===== src/rtl/booth_mult_seq.sv =====
// booth_mult_seq: sequential radix-2 Booth multiplier, one Booth step per clock.
//
// Multiplies two WIDTH-bit two's-complement operands into a 2*WIDTH-bit product.
// The controller raises start while busy=0. The operands are captured on that
// edge. done pulses for one cycle WIDTH clocks later, and product then holds the
// result until the next completion.
//
// Optional build macro: BOOTH_UNSIGNED_EN
//   Adds the sgn input, which is sampled together with start.
//   sgn=1 gives signed operation.
//   sgn=0 gives an unsigned multiply with latency WIDTH+1.
//
// Ports:
//   clk     rising-edge clock
//   rst     asynchronous active-high reset; aborts any operation in flight
//   start   request, sampled only while busy=0
//   sgn     (BOOTH_UNSIGNED_EN only) 1 = signed operands, 0 = unsigned operands
//   m       multiplicand (WIDTH bits)
//   q       multiplier (WIDTH bits)
//   busy    high while an operation is in progress
//   done    single-cycle completion strobe
//   product 2*WIDTH-bit result, registered
module booth_mult_seq #(
  parameter int WIDTH = 8,
  parameter int CNT_W = $clog2(WIDTH + 2)
) (
  input  logic                 clk,
  input  logic                 rst,
  input  logic                 start,
`ifdef BOOTH_UNSIGNED_EN
  input  logic                 sgn,
`endif
  input  logic [WIDTH-1:0]     m,
  input  logic [WIDTH-1:0]     q,
  output logic                 busy,
  output logic                 done,
  output logic [2*WIDTH-1:0]   product
);

  // The accumulator has one guard bit, so subtracting M = -2^(WIDTH-1) cannot overflow.
  localparam int AW = WIDTH + 1;
`ifdef BOOTH_UNSIGNED_EN
  // The unsigned mode needs a zero-extended multiplier, so it needs one extra step.
  localparam int QW = WIDTH + 1;
`else
  localparam int QW = WIDTH;
`endif
  localparam int SW = AW + QW + 1;

  typedef enum logic {IDLE = 1'b0, RUN = 1'b1} state_t;

  state_t               state_reg, state_next;
  logic [AW-1:0]        a_reg, a_next;
  logic [AW-1:0]        m_reg, m_next;
  logic [QW-1:0]        q_reg, q_next;
  logic                 q1_reg, q1_next;
  logic [CNT_W-1:0]     cnt_reg, cnt_next;
  logic                 busy_reg, busy_next;
  logic                 done_reg, done_next;
  logic [2*WIDTH-1:0]   product_reg, product_next;
`ifdef BOOTH_UNSIGNED_EN
  logic                 sgn_reg, sgn_next;
`endif

  logic [AW-1:0]        a_step;
  logic [SW-1:0]        shift_vec;
  logic [2*WIDTH-1:0]   prod_sel;

  // Booth add/subtract, followed by an arithmetic right shift of {A,Q,q_1}.
  // shift_vec is the shifted register: A's MSB is replicated and the old q_1 drops out.
  always_comb begin
    a_step = a_reg;
    case ({q_reg[0], q1_reg})
      2'b10:   a_step = a_reg - m_reg;
      2'b01:   a_step = a_reg + m_reg;
      default: a_step = a_reg;
    endcase
    shift_vec = {a_step[AW-1], a_step, q_reg};
`ifdef BOOTH_UNSIGNED_EN
    // In signed mode only WIDTH steps run through a WIDTH+1-bit Q.
    // The product therefore sits one bit higher in {A,Q}.
    prod_sel = sgn_reg ? shift_vec[2*WIDTH+1:2] : shift_vec[2*WIDTH:1];
`else
    prod_sel = shift_vec[2*WIDTH:1];
`endif
  end

  // Next-state and datapath update.
  always_comb begin
    state_next   = state_reg;
    a_next       = a_reg;
    m_next       = m_reg;
    q_next       = q_reg;
    q1_next      = q1_reg;
    cnt_next     = cnt_reg;
    busy_next    = busy_reg;
    done_next    = 1'b0;
    product_next = product_reg;
`ifdef BOOTH_UNSIGNED_EN
    sgn_next     = sgn_reg;
`endif
    case (state_reg)
      IDLE: begin
        busy_next = 1'b0;
        if (start) begin
          a_next     = '0;
          q1_next    = 1'b0;
          busy_next  = 1'b1;
          state_next = RUN;
`ifdef BOOTH_UNSIGNED_EN
          sgn_next = sgn;
          if (sgn) begin
            m_next   = {m[WIDTH-1], m};
            q_next   = {q[WIDTH-1], q};
            cnt_next = CNT_W'(WIDTH);
          end else begin
            m_next   = {1'b0, m};
            q_next   = {1'b0, q};
            cnt_next = CNT_W'(WIDTH + 1);
          end
`else
          m_next   = {m[WIDTH-1], m};
          q_next   = q;
          cnt_next = CNT_W'(WIDTH);
`endif
        end
      end
      RUN: begin
        a_next   = shift_vec[SW-1:QW+1];
        q_next   = shift_vec[QW:1];
        q1_next  = shift_vec[0];
        cnt_next = cnt_reg - CNT_W'(1);
        if (cnt_reg == CNT_W'(1)) begin
          product_next = prod_sel;
          done_next    = 1'b1;
          busy_next    = 1'b0;
          state_next   = IDLE;
        end
      end
      default: state_next = IDLE;
    endcase
  end

  always_ff @(posedge clk or posedge rst) begin
    if (rst) begin
      state_reg   <= IDLE;
      a_reg       <= '0;
      m_reg       <= '0;
      q_reg       <= '0;
      q1_reg      <= 1'b0;
      cnt_reg     <= '0;
      busy_reg    <= 1'b0;
      done_reg    <= 1'b0;
      product_reg <= '0;
`ifdef BOOTH_UNSIGNED_EN
      sgn_reg     <= 1'b1;
`endif
    end else begin
      state_reg   <= state_next;
      a_reg       <= a_next;
      m_reg       <= m_next;
      q_reg       <= q_next;
      q1_reg      <= q1_next;
      cnt_reg     <= cnt_next;
      busy_reg    <= busy_next;
      done_reg    <= done_next;
      product_reg <= product_next;
`ifdef BOOTH_UNSIGNED_EN
      sgn_reg     <= sgn_next;
`endif
    end
  end

  assign busy    = busy_reg;
  assign done    = done_reg;
  assign product = product_reg;

endmodule

===== config.mk =====
export PLATFORM = sky130hd
export DESIGN_NAME = booth_mult_seq
export DESIGN_NICKNAME = d
export VERILOG_FILES = /design/src/rtl/booth_mult_seq.sv
export SDC_FILE = /design/constraint.sdc
export NUM_CORES = 1
export LEC_CHECK = 0
export ABC_AREA = 1
export CORE_MARGIN = 2
export CORE_UTILIZATION = 45
export DETAILED_ROUTE_END_ITERATION = 12
export PLACE_DENSITY_LB_ADDON = 0.08
export SETUP_SLACK_MARGIN = 0.3
export SYNTH_ARGS = -nofsm -noshare
export SYNTH_HDL_FRONTEND = slang
export SYNTH_SLANG_ARGS = --single-unit
export TNS_END_PERCENT = 10

===== constraint.sdc =====
create_clock -name clk -period 2.2 [get_ports clk]
set_input_delay 0.44 -clock clk [delete_from_list [all_inputs] [get_ports clk]]
set_output_delay 0.44 -clock clk [all_outputs]
set_load 0.02 [all_outputs]

==> key figures <==
Timing
  – Setup ws final: -0.03339 ns
  – Setup TNS Final: -0.06804 ns
  – Slew margin rel.: 0.5542
  – Final setup viols: 3
  – Slew @ Worst Pin: 0.6680 ns
  – Post-route minimum period: approximately 2.2 ns
  – Hold Fails Final Rpt: 0
  – Period utilization: 1.015
  – RSZ-0062 raised after global routing: true
  – Setup Skew: approximately 0.0065 ns
  – Max Freq: 0.4478 GHz
  – Final Max Slew Viols: 0

Clock tree
  – Reg clk slew, reported paths: 0.09 ns
  – Clock latency on the worst-skew pair: 0.29 ns
  – Root buffer cell: clkbuf_8
  – Clk buf depth: 2
  – Clk sinks: between 40 and 50
  – H-tree depth: 2
  – CTS tree: yes
  – CTS buffer count: 5

Final layout
  – Design Area, Final: 3242 µm²
  – Footprint of the multi-input gates: 1204 µm²
  – Ant diodes: 0
  – Max FFs per register: 16
  – FF/Latch Area: between 1000 and 1500 µm²
  – Layout area overhead: 27.38%
  – Fillers: 521
  – Final-stage net count: about 400
  – Share of cells above drive strength 1: 0.1467

Logic synthesis
  – EDFF count, synth: 0
  – Dominant synthesized flop cell: dfrtp_1
  – #FFs+latches synth: between 40 and 50
  – Mapped Area: ~2500 µm²
  – Netlist cell types: 29
  – Asr flop ratio synth: 1.000
  – Mean Syn Cell Area: approximately 8 µm²
  – Post-synth net total: 347
  – Post-Syn Instances: approximately 320
  – Yosys warns: 0
  – Seq/Total Area, Yosys: 0.4720

Min path
  – Min-delay worst type: flop to flop

Worst setup path
  – Worst R2R End: a_reg[7]$_DFFE_PP0P_
  – Worst setup EP type: flop
  – Critical path startpoint: m_reg[0]$_DFFE_PP0P_
  – Crit path required time: about 2.4 ns
  – Worst setup path class: flop to flop
  – Worst Path Max Fanout: 4
  – Reg2reg start: m_reg[0]$_DFFE_PP0P_
  – Crit path to: a_reg[7]$_DFFE_PP0P_
  – Reg2Reg Depth: 17
  – FF-to-FF setup slack: -0.03 ns
  – Critical Path Source Type: flop
  – CP Data Arrival Time: approximately 2.4 ns

Global route
  – All-Layer GR Usage: 0.1837
  – Global-route wire length before repair: roughly 9000 µm
  – Remaining global-route overflow: 0
  – Vias in the first global route: between 1500 and 2000
  – Initial antenna violation count: 0
  – Largest net degree at the start of global routing: roughly 50

Die
  – Starting Density: 0.4650
  – Die width: 79.20 µm
  – Die ar.: approximately 6300 µm²
  – Num ports: 37
  – Die height: 79.20 µm
  – CORE AREA: 5473 µm²
  – Num rows: 27

Outcome
  – Failing checks: setup timing
  – Outcome: finished with violations

Job
  – Max-cap violation count: 0

Place
  – Placed cell areas: ~3100 µm²
  – DP Wirelength: around 4000 µm
  – Gpl congestion: approximately 0.85
  – PortBufs: 36

Detailed routing
  – Antenna-violating nets left: 0
  – Final wirelength: approximately 5300 µm
  – Avg Vias per Cell: ~4.9
  – Drt drc: 0
  – Via count: 2145
  – DR WL/cell: 12.09 µm
  – DRT Pass-1 Iters: 4
  – DRT iter0 DRCs: between 100 and 150
Yosys cell counts, types with 2 or more instances:
library cell | number | area share
nand2_1 | 117 | 0.17
dfrtp_1 | 48 | 0.47
inv_1 | 34 | 0.050
o21ai_0 | 21 | 0.041
nand3_1 | 14 | 0.028
nor2_1 | 14 | 0.021
ha_1 | 12 | 0.059
a21oi_1 | 9 | 0.018
o221ai_1 | 7 | 0.024
buf_6 | 4 | 0.018
nor2_2 | 4 | 0.0098
buf_2 | 3 | 0.0059
o211ai_1 | 3 | 0.0088
xor2_1 | 3 | 0.010
a22o_1 | 2 | 0.0069
clkbuf_1 | 2 | 0.0030
inv_2 | 2 | 0.0030
nand4_1 | 2 | 0.0049
o21ai_1 | 2 | 0.0039
o22ai_1 | 2 | 0.0049
xnor2_1 | 2 | 0.0069
layout make-up:
cell class | count | area share
clock buffers | 6 | 0.02547
clock inverters | 2 | 0.004245
inverters | 36 | 0.04168
multi-input cells | 221 | 0.3713
flip-flops and latches | 48 | 0.3705
well taps | 72 | 0.02779
repair buffers | 55 | 0.1590
metal layers:
metal	vias to the layer above	track usage	wire (µm)
li1	1115	-	-
met1	983	0.2535	2465
met2	40	0.2992	2565
met3	7	0.03523	209
met4	0	0.04483	78
met5	-	0	0
timing repair:
action | 4_1_cts | 5_1_grt
buffers inserted | 3 | 3
pin swaps | 4 | 10
gates resized for setup | 6 | 7
hold buffers | 0 | 0
setup endpoints to repair | 15 | 16
through the flow:
| stage | util | hold slack (ns) | worst slack [ns] | std cells |
|---|---|---|---|---|
| finish | 0.5924 | 0.4837 | -0.03339 | 440 |
| global route | 0.5924 | 0.5237 | -0.2241 | 440 |
| CTS | 0.5848 | 0.4902 | -0.01606 | 437 |
| detailed placement | 0.5604 | 0.4662 | -0.06028 | 426 |
| global placement | 0.5604 | 0.4630 | 0.02301 | 426 |
| floorplan | - | 0.4582 | 0.1354 | 315 |
logic make-up (layout without fill, tap and decap cells):
family | count (synthesis) | count (layout) | synth area share
buffers and inverters | 46 | 99 | 0.08260
adders and majority gates | 13 | 13 | 0.06686
AOI/OAI and AO/OA | 49 | 49 | 0.1170
and+or+nand+nor | 154 | 154 | 0.2443
DFF | 48 | 48 | 0.4720
xor gates and xnor gates | 5 | 5 | 0.01721
worst max-delay path, stage by stage (launching register included):
cell	delay, ns
dfrtp_1	0.39
inv_2	0.09
ha_4	0.15
nand2_4	0.05
nor2_4	0.13
nor2_4	0.05
a21oi_2	0.11
xnor2_1	0.10
ha_1	0.36
nand2_2	0.08
nor2_2	0.14
a21oi_2	0.07
nand2_1	0.09
nand3_1	0.08
nand2_1	0.08
nand2_1	0.06
nand2_1	0.06
nand2_1	0.05
worst min-delay path by stage:
| stage | from | end | slack (ns) | cells after the start |
|---|---|---|---|---|
| floorplan | cnt_reg[3]$_DFFE_PP0P_ | cnt_reg[3]$_DFFE_PP0P_ | 0.46 | 1 |
| global placement | product[13]$_DFFE_PP0P_ | product[13]$_DFFE_PP0P_ | 0.46 | 2 |
| detailed placement | product[13]$_DFFE_PP0P_ | product[13]$_DFFE_PP0P_ | 0.47 | 2 |
| CTS | product[13]$_DFFE_PP0P_ | product[13]$_DFFE_PP0P_ | 0.49 | 2 |
| global route | cnt_reg[3]$_DFFE_PP0P_ | cnt_reg[3]$_DFFE_PP0P_ | 0.52 | 1 |
| finish | product[13]$_DFFE_PP0P_ | product[13]$_DFFE_PP0P_ | 0.48 | 2 |
cell usage in the layout, fill, tap and decap left out:
cell / netlist / final
a21oi_1: 9 / 6
a21oi_2: 0 / 3
a22o_1: 2 / 2
buf_12: 0 / 1
buf_4: 1 / 18
clkbuf_8: 0 / 6
clkdlybuf4s50_1: 0 / 36
clkinv_2: 0 / 1
dfrtp_1: 48 / 48
fa_2: 0 / 1
ha_1: 12 / 10
ha_4: 0 / 2
inv_1: 34 / 28
inv_2: 2 / 8
inv_6: 0 / 1
nand2_1: 117 / 113
nand2_2: 1 / 4
nand2_4: 0 / 1
nand3_1: 14 / 14
nand3_2: 1 / 1
nand4_1: 2 / 2
nor2_1: 14 / 13
nor2_2: 4 / 3
nor2_4: 0 / 2
o211ai_1: 3 / 3
o21a_1: 1 / 1
o21ai_0: 21 / 19
o21ai_1: 2 / 3
o21ai_2: 1 / 2
o21bai_1: 1 / 1
o221ai_1: 7 / 7
o22ai_1: 2 / 2
or2_1: 1 / 1
xnor2_1: 2 / 2
xor2_1: 3 / 3
Power is left out: the tool's default activity adds up to more than one toggle a clock period on the data nets, which glitch-free logic cannot reach.
